### config.mk
export PLATFORM = sky130hd
export DESIGN_NAME = rv32i_multicycle_cpu
export DESIGN_NICKNAME = d
export VERILOG_FILES = /design/src/rtl/rv32i_multicycle_cpu.sv
export SDC_FILE = /design/constraint.sdc
export NUM_CORES = 2
export LEC_CHECK = 0
export BUFFER_PORTS_ARGS = -buffer_cell sky130_fd_sc_hd__buf_2
export CAP_MARGIN = 20
export CORE_ASPECT_RATIO = 1.25
export CORE_UTILIZATION = 40
export CTS_CLUSTER_DIAMETER = 80
export CTS_CLUSTER_SIZE = 40
export DETAILED_ROUTE_END_ITERATION = 8
export GPL_TIMING_DRIVEN = 0
export HOLD_SLACK_MARGIN = 0.05
export SYNTH_ARGS = -nofsm -noshare
export SYNTH_HDL_FRONTEND = slang
export SYNTH_SLANG_ARGS = --single-unit
export TNS_END_PERCENT = 50
### constraint.sdc
create_clock -name clock -period 9.4 [get_ports clock]
set_clock_uncertainty 0.05 [all_clocks]
set_input_delay 0.94 -clock clock [delete_from_list [all_inputs] [get_ports clock]]
set_output_delay 0.94 -clock clock [all_outputs]
set_load 0.005 [all_outputs]
### src/rtl/rv32i_multicycle_cpu.sv
`timescale 1ns/1ps
// rv32i_multicycle_cpu
// Multicycle, unpipelined RV32I core. It runs one instruction at a time through
// FETCH -> EXECUTE -> (MEMORY) -> FETCH. It has a single shared instruction/data port
// with a level enable/ready handshake, and it is the only master on that port.
//
// Ports:
//   clock             rising-edge system clock
//   reset_n           asynchronous active-low reset
//   memory_address    byte address of the current access (registered)
//   memory_data_in    read data, little-endian, right-aligned
//   memory_data_out   write data, right-aligned (registered)
//   memory_data_size  0=byte, 1=half, 2=word (registered)
//   memory_enable     request active (registered)
//   memory_operation  0=read, 1=write (registered)
//   memory_ready      memory has completed the request
module rv32i_multicycle_cpu #(
    parameter logic [31:0] RESET_PC = 32'h0000_0000,
    parameter logic [31:0] RESET_SP = 32'h0000_FFFF
) (
    input  logic        clock,
    input  logic        reset_n,
    output logic [31:0] memory_address,
    input  logic [31:0] memory_data_in,
    output logic [31:0] memory_data_out,
    output logic [1:0]  memory_data_size,
    output logic        memory_enable,
    output logic        memory_operation,
    input  logic        memory_ready
);

    localparam logic [6:0] OP_LUI    = 7'b0110111;
    localparam logic [6:0] OP_AUIPC  = 7'b0010111;
    localparam logic [6:0] OP_JAL    = 7'b1101111;
    localparam logic [6:0] OP_JALR   = 7'b1100111;
    localparam logic [6:0] OP_BRANCH = 7'b1100011;
    localparam logic [6:0] OP_LOAD   = 7'b0000011;
    localparam logic [6:0] OP_STORE  = 7'b0100011;
    localparam logic [6:0] OP_IMM    = 7'b0010011;
    localparam logic [6:0] OP_REG    = 7'b0110011;
    localparam logic [6:0] OP_FENCE  = 7'b0001111;

    typedef enum logic [1:0] {S_FETCH, S_EXECUTE, S_MEMORY, S_HALT} state_t;

    state_t      state_q;
    logic [31:0] registers [0:31];
    logic [31:0] program_counter;
    logic [31:0] instr_q;
    logic [31:0] mem_addr_q;
    logic [31:0] mem_wdata_q;
    logic [1:0]  mem_size_q;
    logic        mem_en_q;
    logic        mem_op_q;

    logic [6:0]  opcode_s;
    logic [4:0]  rd_s;
    logic [4:0]  rs1_s;
    logic [4:0]  rs2_s;
    logic [2:0]  funct3_s;
    logic [31:0] rs1_v_s;
    logic [31:0] rs2_v_s;
    logic [31:0] imm_i_s;
    logic [31:0] imm_s_s;
    logic [31:0] imm_b_s;
    logic [31:0] imm_u_s;
    logic [31:0] imm_j_s;
    logic [31:0] pc_plus4_s;
    logic        is_store_s;
    logic [31:0] mem_ea_s;
    logic [31:0] store_data_s;
    logic [31:0] load_data_s;
    logic        ex_wb_en_s;
    logic [31:0] ex_wb_data_s;
    logic [31:0] ex_next_pc_s;
    logic        ex_mem_s;
    logic        ex_halt_s;
    logic        taken_s;

    assign memory_address   = mem_addr_q;
    assign memory_data_out  = mem_wdata_q;
    assign memory_data_size = mem_size_q;
    assign memory_enable    = mem_en_q;
    assign memory_operation = mem_op_q;

    function automatic logic [31:0] alu_calc(input logic [2:0] f3, input logic alt,
                                             input logic [31:0] a, input logic [31:0] b);
        logic [31:0] r;
        logic [31:0] sra_v;
        // kept apart from the ternary so the arithmetic shift stays signed
        sra_v = $signed(a) >>> b[4:0];
        case (f3)
            3'b000:  r = alt ? (a - b) : (a + b);
            3'b001:  r = a << b[4:0];
            3'b010:  r = {31'h0, ($signed(a) < $signed(b))};
            3'b011:  r = {31'h0, (a < b)};
            3'b100:  r = a ^ b;
            3'b101:  r = alt ? sra_v : (a >> b[4:0]);
            3'b110:  r = a | b;
            3'b111:  r = a & b;
            default: r = 32'h0;
        endcase
        return r;
    endfunction

    // Field extraction, operand read, immediates and memory-side data shaping
    always_comb begin
        opcode_s   = instr_q[6:0];
        rd_s       = instr_q[11:7];
        funct3_s   = instr_q[14:12];
        rs1_s      = instr_q[19:15];
        rs2_s      = instr_q[24:20];
        rs1_v_s    = (rs1_s == 5'd0) ? 32'h0 : registers[rs1_s];
        rs2_v_s    = (rs2_s == 5'd0) ? 32'h0 : registers[rs2_s];
        imm_i_s    = {{20{instr_q[31]}}, instr_q[31:20]};
        imm_s_s    = {{20{instr_q[31]}}, instr_q[31:25], instr_q[11:7]};
        imm_b_s    = {{19{instr_q[31]}}, instr_q[31], instr_q[7], instr_q[30:25], instr_q[11:8], 1'b0};
        imm_u_s    = {instr_q[31:12], 12'h000};
        imm_j_s    = {{11{instr_q[31]}}, instr_q[31], instr_q[19:12], instr_q[20], instr_q[30:21], 1'b0};
        pc_plus4_s = program_counter + 32'd4;
        is_store_s = (opcode_s == OP_STORE);
        mem_ea_s   = rs1_v_s + (is_store_s ? imm_s_s : imm_i_s);
        case (funct3_s[1:0])
            2'b00:   store_data_s = {24'h0, rs2_v_s[7:0]};
            2'b01:   store_data_s = {16'h0, rs2_v_s[15:0]};
            default: store_data_s = rs2_v_s;
        endcase
        case (funct3_s)
            3'b000:  load_data_s = {{24{memory_data_in[7]}}, memory_data_in[7:0]};
            3'b001:  load_data_s = {{16{memory_data_in[15]}}, memory_data_in[15:0]};
            3'b100:  load_data_s = {24'h0, memory_data_in[7:0]};
            3'b101:  load_data_s = {16'h0, memory_data_in[15:0]};
            default: load_data_s = memory_data_in;
        endcase
    end

    // Execute-stage decision: writeback value, next PC, memory or halt
    always_comb begin
        ex_wb_en_s   = 1'b0;
        ex_wb_data_s = 32'h0;
        ex_next_pc_s = pc_plus4_s;
        ex_mem_s     = 1'b0;
        ex_halt_s    = 1'b0;
        taken_s      = 1'b0;
        case (opcode_s)
            OP_LUI: begin
                ex_wb_en_s   = 1'b1;
                ex_wb_data_s = imm_u_s;
            end
            OP_AUIPC: begin
                ex_wb_en_s   = 1'b1;
                ex_wb_data_s = program_counter + imm_u_s;
            end
            OP_JAL: begin
                ex_wb_en_s   = 1'b1;
                ex_wb_data_s = pc_plus4_s;
                ex_next_pc_s = program_counter + imm_j_s;
            end
            OP_JALR: begin
                // target uses rs1 as read before this instruction's own writeback
                ex_wb_en_s   = 1'b1;
                ex_wb_data_s = pc_plus4_s;
                ex_next_pc_s = (rs1_v_s + imm_i_s) & 32'hFFFF_FFFE;
            end
            OP_BRANCH: begin
                case (funct3_s)
                    3'b000:  taken_s = (rs1_v_s == rs2_v_s);
                    3'b001:  taken_s = (rs1_v_s != rs2_v_s);
                    3'b100:  taken_s = ($signed(rs1_v_s) < $signed(rs2_v_s));
                    3'b101:  taken_s = !($signed(rs1_v_s) < $signed(rs2_v_s));
                    3'b110:  taken_s = (rs1_v_s < rs2_v_s);
                    3'b111:  taken_s = !(rs1_v_s < rs2_v_s);
                    default: ex_halt_s = 1'b1;
                endcase
                ex_next_pc_s = taken_s ? (program_counter + imm_b_s) : pc_plus4_s;
            end
            OP_LOAD: begin
                case (funct3_s)
                    3'b000, 3'b001, 3'b010, 3'b100, 3'b101: ex_mem_s = 1'b1;
                    default: ex_halt_s = 1'b1;
                endcase
            end
            OP_STORE: begin
                case (funct3_s)
                    3'b000, 3'b001, 3'b010: ex_mem_s = 1'b1;
                    default: ex_halt_s = 1'b1;
                endcase
            end
            OP_IMM: begin
                ex_wb_en_s   = 1'b1;
                ex_wb_data_s = alu_calc(funct3_s, (funct3_s == 3'b101) && instr_q[30], rs1_v_s, imm_i_s);
            end
            OP_REG: begin
                ex_wb_en_s   = 1'b1;
                ex_wb_data_s = alu_calc(funct3_s, instr_q[30], rs1_v_s, rs2_v_s);
            end
            OP_FENCE: begin
                ex_wb_en_s = 1'b0;
            end
            default: ex_halt_s = 1'b1;  // SYSTEM (ECALL/EBREAK) and unknown opcodes
        endcase
    end

    // Main FSM: bus handshake, register file and PC update
    always_ff @(posedge clock or negedge reset_n) begin
        if (!reset_n) begin
            state_q         <= S_FETCH;
            program_counter <= RESET_PC;
            instr_q         <= 32'h0;
            mem_addr_q      <= 32'h0;
            mem_wdata_q     <= 32'h0;
            mem_size_q      <= 2'd0;
            mem_en_q        <= 1'b0;
            mem_op_q        <= 1'b0;
            for (int i = 0; i < 32; i++) begin
                registers[i[4:0]] <= (i == 2) ? RESET_SP : 32'h0;
            end
        end else begin
            case (state_q)
                S_FETCH: begin
                    if (mem_en_q) begin
                        if (memory_ready) begin
                            instr_q  <= memory_data_in;
                            mem_en_q <= 1'b0;
                            state_q  <= S_EXECUTE;
                        end
                    end else if (!memory_ready) begin
                        // a new request waits until the previous one's ready has dropped
                        mem_en_q    <= 1'b1;
                        mem_addr_q  <= program_counter;
                        mem_size_q  <= 2'd2;
                        mem_op_q    <= 1'b0;
                        mem_wdata_q <= 32'h0;
                    end
                end
                S_EXECUTE: begin
                    if (ex_halt_s) begin
                        state_q <= S_HALT;
                    end else if (ex_mem_s) begin
                        state_q <= S_MEMORY;
                    end else begin
                        if (ex_wb_en_s && (rd_s != 5'd0)) begin
                            registers[rd_s] <= ex_wb_data_s;
                        end
                        program_counter <= ex_next_pc_s;
                        state_q         <= S_FETCH;
                    end
                end
                S_MEMORY: begin
                    if (mem_en_q) begin
                        if (memory_ready) begin
                            mem_en_q <= 1'b0;
                            if (!is_store_s && (rd_s != 5'd0)) begin
                                registers[rd_s] <= load_data_s;
                            end
                            program_counter <= pc_plus4_s;
                            state_q         <= S_FETCH;
                        end
                    end else if (!memory_ready) begin
                        mem_en_q    <= 1'b1;
                        mem_addr_q  <= mem_ea_s;
                        mem_size_q  <= funct3_s[1:0];
                        mem_op_q    <= is_store_s;
                        mem_wdata_q <= is_store_s ? store_data_s : 32'h0;
                    end
                end
                S_HALT: begin
                    state_q <= S_HALT;
                end
                default: begin
                    state_q <= S_HALT;
                end
            endcase
        end
    end

endmodule

==> key figures, run 1 <==
CTS
  • CTS Sinks: 1157
  • CTS buffer count: 81
  • H-tree depth: 3
  • Longest Clk Path Bufs: 3
  • Clk root buf: clkbuf_16

Floorplan
  • Starting Density: about 40%
  • Chip Width: 413 um
  • # rows: 188
  • # IOs: 103
  • Die Y: 516 um

Placed design
  • DP HPWL: 492 mm
  • Final RePlAce weighted congestion: around 1.2
  • Dpl cells: 12000
  • Setup WS pre-CTS: -4830 ps
  • Port Buf Inserts: 102

Outcome
  • Stopping stage: global routing (5_1_grt)
  • Error: [ERROR GRT-0116] Global routing finished with congestion. Check the congestion regions in the DRC Viewer.
  • Status: stopped before the end

Yosys
  • Syn Area/Cell: 9.42 um2
  • Synth cell count leaders: nand2_1, dfrtp_1, o21ai_0
  • Post-synth top area share: 33.8%
  • Most frequent cell after synthesis: nand2_1
  • Synth warn: 0
  • Number of distinct library cells after synthesis: 104
  • Mapped Area: 0.0845 mm2
  • Largest cells by area after synthesis: dfrtp_1, mux4_2, nand2_1, o21ai_0, mux2_2
  • Top FF cell, synth: dfrtp_1
  • Seq/Total Area, Yosys: 34.3%
  • Flops & latches, synth: between 1000 and 1500
  • Post-Syn Instances: between 8000 and 9000
  • FFs w/ async S/R, synth: 100%
  • Post-synth EDFFs: 0
  • Area leader, netlist: dfrtp_1
  • Syn nets: about 9300

Global route
  • Largest net degree at the start of global routing: between 150 and 200
  • Vias in the first global route: between 90000 and 100k
  • GRT overflow: between 150 and 200
  • Global-route wire length before repair: 912 mm
  • Overall routing resource usage: 63.3%
==> what timing repair did <==
item	4_1_cts
buffers inserted	37
pin swaps	30
resized for setup	271
hold buffers	1
endpoints found under the setup margin	987
hold endpoints to repair	30
gates cloned	0
==> stage by stage <==
step                      util (%)  setup TNS [ps]  cell area, um2
after floorplan                  -               0           84500
after CTS                     45.4               0           95400
after global placement        42.1               -           88500
after detailed placement      43.3        -3375010           91000
==> cells by family after synthesis <==
kind of cell	count (synthesis)	share of synthesized area (%)
simple gates	2426	12.4
mux	1179	21.7
buf+inv	1024	5.32
compound gates	2756	20.6
fa+ha+maj	266	4.01
xor+xnor	167	1.73
flops	1157	34.3
==> metal layers <==
| metal | overflow | global-route usage (%) |
|---|---|---|
| met1 | 0 | 65.0 |
| met3 | 0 | 38.4 |
| met5 | 0 | 6.49 |
| met4 | 78 | 63.3 |
| met2 | 78 | 85.8 |
==> inputs of run 2 (changes only) <==
CORE_ASPECT_RATIO = default   (was 1.25)
CORE_UTILIZATION = 25   (was 40)
CTS_CLUSTER_DIAMETER = default   (was 80)
CTS_CLUSTER_SIZE = default   (was 40)
HOLD_SLACK_MARGIN = default   (was 0.05)
PLACE_DENSITY_LB_ADDON = 0.15   (was default)
==> run 2 against run 1 <==
The flow now finishes, with violations (max-slew violations, negative setup slack). Synthesized cell count did not move. Area after synthesis did not move.
==> key figures, run 2 <==
Finish
  • Layout cells sized above 1: a little over 20%
  • Nets: 9735
  • Commonest non-fill, non-tap cell in the layout: nand2_1
  • Largest register FFs: 1024
  • Commonest cells after routing, fill and taps aside: nand2_1, dfrtp_1, o21ai_0
  • Syn-to-layout area delta: 18.2%
  • Largest reg by FF count: registers
  • Final Util: 29.7%
  • Fillers: 35649

Floorplan
  • Starting Density: 25.1% (-15 points)
  • Die Y: 584 um (+13%)
  • # IOs: 103 (unchanged)
  • Chip Width: 584 um (+41%)
  • Core Area: approximately 0.34 mm2
  • Die area: 0.341 mm2
  • # rows: 213 (+13%)

Power
  • Pint: 8.48 mW
  • Logic pwr share: 1.5%
  • Sw power: 2.80 mW
  • Clock Power Share: 54.3%
  • Peak VDD IR: 0.000129 V
  • Leakage: slightly below 40 nW
  • Pwr dens: 113 mW/mm2
  • Tot Pwr: approximately 11 mW
  • Flop pwr share: 44.3%
  • Switching Fraction: 24.8%

STA
  • Rel. slew slack: -5.83%
  • Minimum clock period after layout: roughly 9800 ps
  • Fmax: 0.102 GHz
  • Final period utilization: 104%
  • Setup violations, final: about 520
  • Final Max Tran Viols: 1
  • Total Neg Setup Slack: -75350 ps
  • PnR worst setup slack: -416 ps
  • Hold Fails Final Rpt: 0
  • Measured slew at the worst slew-check pin: 1590 ps

Global route
  • Vias in the first global route: 82784
  • Antenna violations before repair: 65
  • GRT overflow: 0
  • Global-route wire length before repair: 817 mm
  • Largest net degree at the start of global routing: 127
  • Overall routing resource usage: 36.0%

Critical path
  • Reg2Reg Setup Slack: -420 ps
  • Setup crit end: registers[878]
  • Nature of the critical path endpoint: register
  • RR Endpoint: registers[878]
  • Max FO, Critical Path: 10
  • Worst EP arrival: 10540 ps
  • Worst r2r src: instr_q[18]
  • R2R depth: 23
  • Startpoint types: register
  • Crit. Startpoint: instr_q[18]
  • WS Path Type: register to register
  • Worst Path Required: 10130 ps

Yosys
  • FFs w/ async S/R, synth: 100% (unchanged)
  • Synth warn: 0 (unchanged)
  • Most frequent cell after synthesis: nand2_1
  • Syn Area/Cell: 9.42 um2 (unchanged)
  • Synth Area in Compound Gates: 20.6% (unchanged)
  • Post-Synth XOR/XNOR Area: 1.73% (unchanged)
  • Post-synth top area share: 33.8% (unchanged)
  • Post-synth EDFFs: 0 (unchanged)
  • Mapped Area: 0.0845 mm2 (unchanged)
  • Area leader, netlist: dfrtp_1
  • Number of distinct library cells after synthesis: 104 (unchanged)
  • Largest family of logic cells by synthesized area: multiplexers
  • Largest cells by area after synthesis: dfrtp_1, mux4_2, nand2_1, o21ai_0, mux2_2
  • Synth Area in Simple Gates: 12.4% (unchanged)
  • Synth cell count leaders: nand2_1, dfrtp_1, o21ai_0
  • Adder-cell share of the synthesized area: 4.01% (unchanged)
  • Post-Syn Instances: 8975 (unchanged)
  • Top FF cell, synth: dfrtp_1
  • Seq/Total Area, Yosys: 34.3% (unchanged)
  • Flops & latches, synth: 1157 (unchanged)
  • Syn nets: 9276 (unchanged)
  • Mux cell area share after synthesis: 21.7% (unchanged)

Drt
  • Wire per inst: 44.6 um
  • Vias per cell: 6.19
  • Drt initial violations: 12447
  • DR vias: 87267
  • Initial DRT Pass Iterations: 9
  • Remaining DRCs: 0
  • Post-DRT Antenna Nets: 0
  • Total Wirelength: 629 mm

Job
  • Max cap viols: 0

Placed design
  • Final RePlAce weighted congestion: 1.08 (-13%)
  • Setup WS pre-CTS: -4770 ps (+56.3 ps)
  • DP HPWL: 495 mm (+0.52%)
  • Port Buf Inserts: 102 (unchanged)

CTS
  • CTS tree: done
  • Clk_lat worst skew: 890 ps
  • H-tree depth: 4 (+1)
  • Clk pin slew, worst setup/hold paths: 70 ps
  • CTS Sinks: 1157 (unchanged)
  • Longest Clk Path Bufs: 4 (+1)
  • CTS buffer count: 154 (+90%)
  • Clk root buf: clkbuf_16

Outcome
  • Status: finished with violations
  • Failing checks: max-slew violations, negative setup slack

Hold path
  • Min-delay worst type: input pin to register
## run 2: cell counts after synthesis
No cell type changed its count.
## run 2: layout make-up
class | count | area [um2] | area share, %
sequential | 1157 | 29000 | 29.0
clock inverter | 50 | 509 | 0.510
timing repair buffer | 323 | 3620 | 3.62
tap | 4515 | 5650 | 5.65
clock buffer | 220 | 4460 | 4.46
buffer | 824 | 4220 | 4.23
inverter | 180 | 694 | 0.695
antenna | 39 | 97.6 | 0.0977
multi-input combinational | 6794 | 51700 | 51.7
## run 2: layer usage
metal  vias to the layer above  track usage [%]  share of wire [%]
met5                         -            0.340              0.050
met4                        22             26.9                8.9
met3                      1554             9.31                9.8
met2                      5939             52.3                 42
met1                     45412             45.7                 39
li1                      34340                -                  -
## run 2: power by group through the flow
| stage | clock network, mW | logic (mW) | registers, mW |
|---|---|---|---|
| 2_1_floorplan | 0 | 0.00713 | 5.08 |
| 3_3_place_gp | 0 | 0.153 | 5.09 |
| 3_5_place_dp | 0 | 0.171 | 5.08 |
| 4_1_cts | 6.17 | 0.171 | 4.99 |
| 5_1_grt | 6.33 | 0.186 | 4.99 |
| 6_report | 6.12 | 0.166 | 4.99 |
## run 2: through the flow
stage	cell area, um2	hold WS, ps	cells
final	99900	345	14102
after global routing	99800	365	14067
after CTS	99600	307	14052
after detailed placement	93700	406	13760
after global placement	90700	404	13592
after floorplan	84500	391	8975
## run 2: worst min path at each step
| stage | from | end | slack (ps) | depth (start not counted) |
|---|---|---|---|---|
| after floorplan | registers[1003] | registers[1003] | 390 | 1 |
| after global placement | registers[1005] | registers[1005] | 400 | 1 |
| after detailed placement | memory_address[0] | memory_address[0] | 410 | 2 |
| after CTS | memory_ready | memory_enable | 310 | 2 |
| after global routing | memory_data_in[26] | instr_q[26] | 370 | 2 |
| final | memory_data_in[26] | instr_q[26] | 350 | 2 |
## run 2: critical path: stages, from the launching register on
cell and delay (ps):
dfrtp_1 600, buf_4 380, and2_1 170, buf_2 570
buf_4 490, buf_4 500, buf_4 450, a22oi_1 250
nand4_1 310, nand2_1 440, nor2_4 690, ha_1 360
clkbuf_1 260, nor4_1 760, nand2_1 250, o21ai_0 430
xnor2_1 420, a21oi_1 260, nor2b_1 70, a31oi_1 730
o21ai_1 290, buf_6 230, clkbuf_1 370, o21ai_0 280
## run 2: kinds of logic after synthesis
family / Yosys count
AND/OR/NAND/NOR: 2426
adder cells (fa/ha/maj): 266
AO/OA/AOI/OAI: 2756
buffers and inverters: 1024
XOR/XNOR: 167
flip-flops: 1157
multiplexers: 1179
## run 2: repair_timing
| action | CTS | global route |
|---|---|---|
| gates cloned | 0 | 0 |
| pin swaps | 19 | 3 |
| resized for setup | 241 | 41 |
| buffers inserted | 36 | 4 |
| endpoints found under the setup margin | 1021 | 409 |
| endpoints found under the hold margin | 43 | 0 |
| hold buffers | 1 | 0 |
Power figures use the tool's default switching activity.
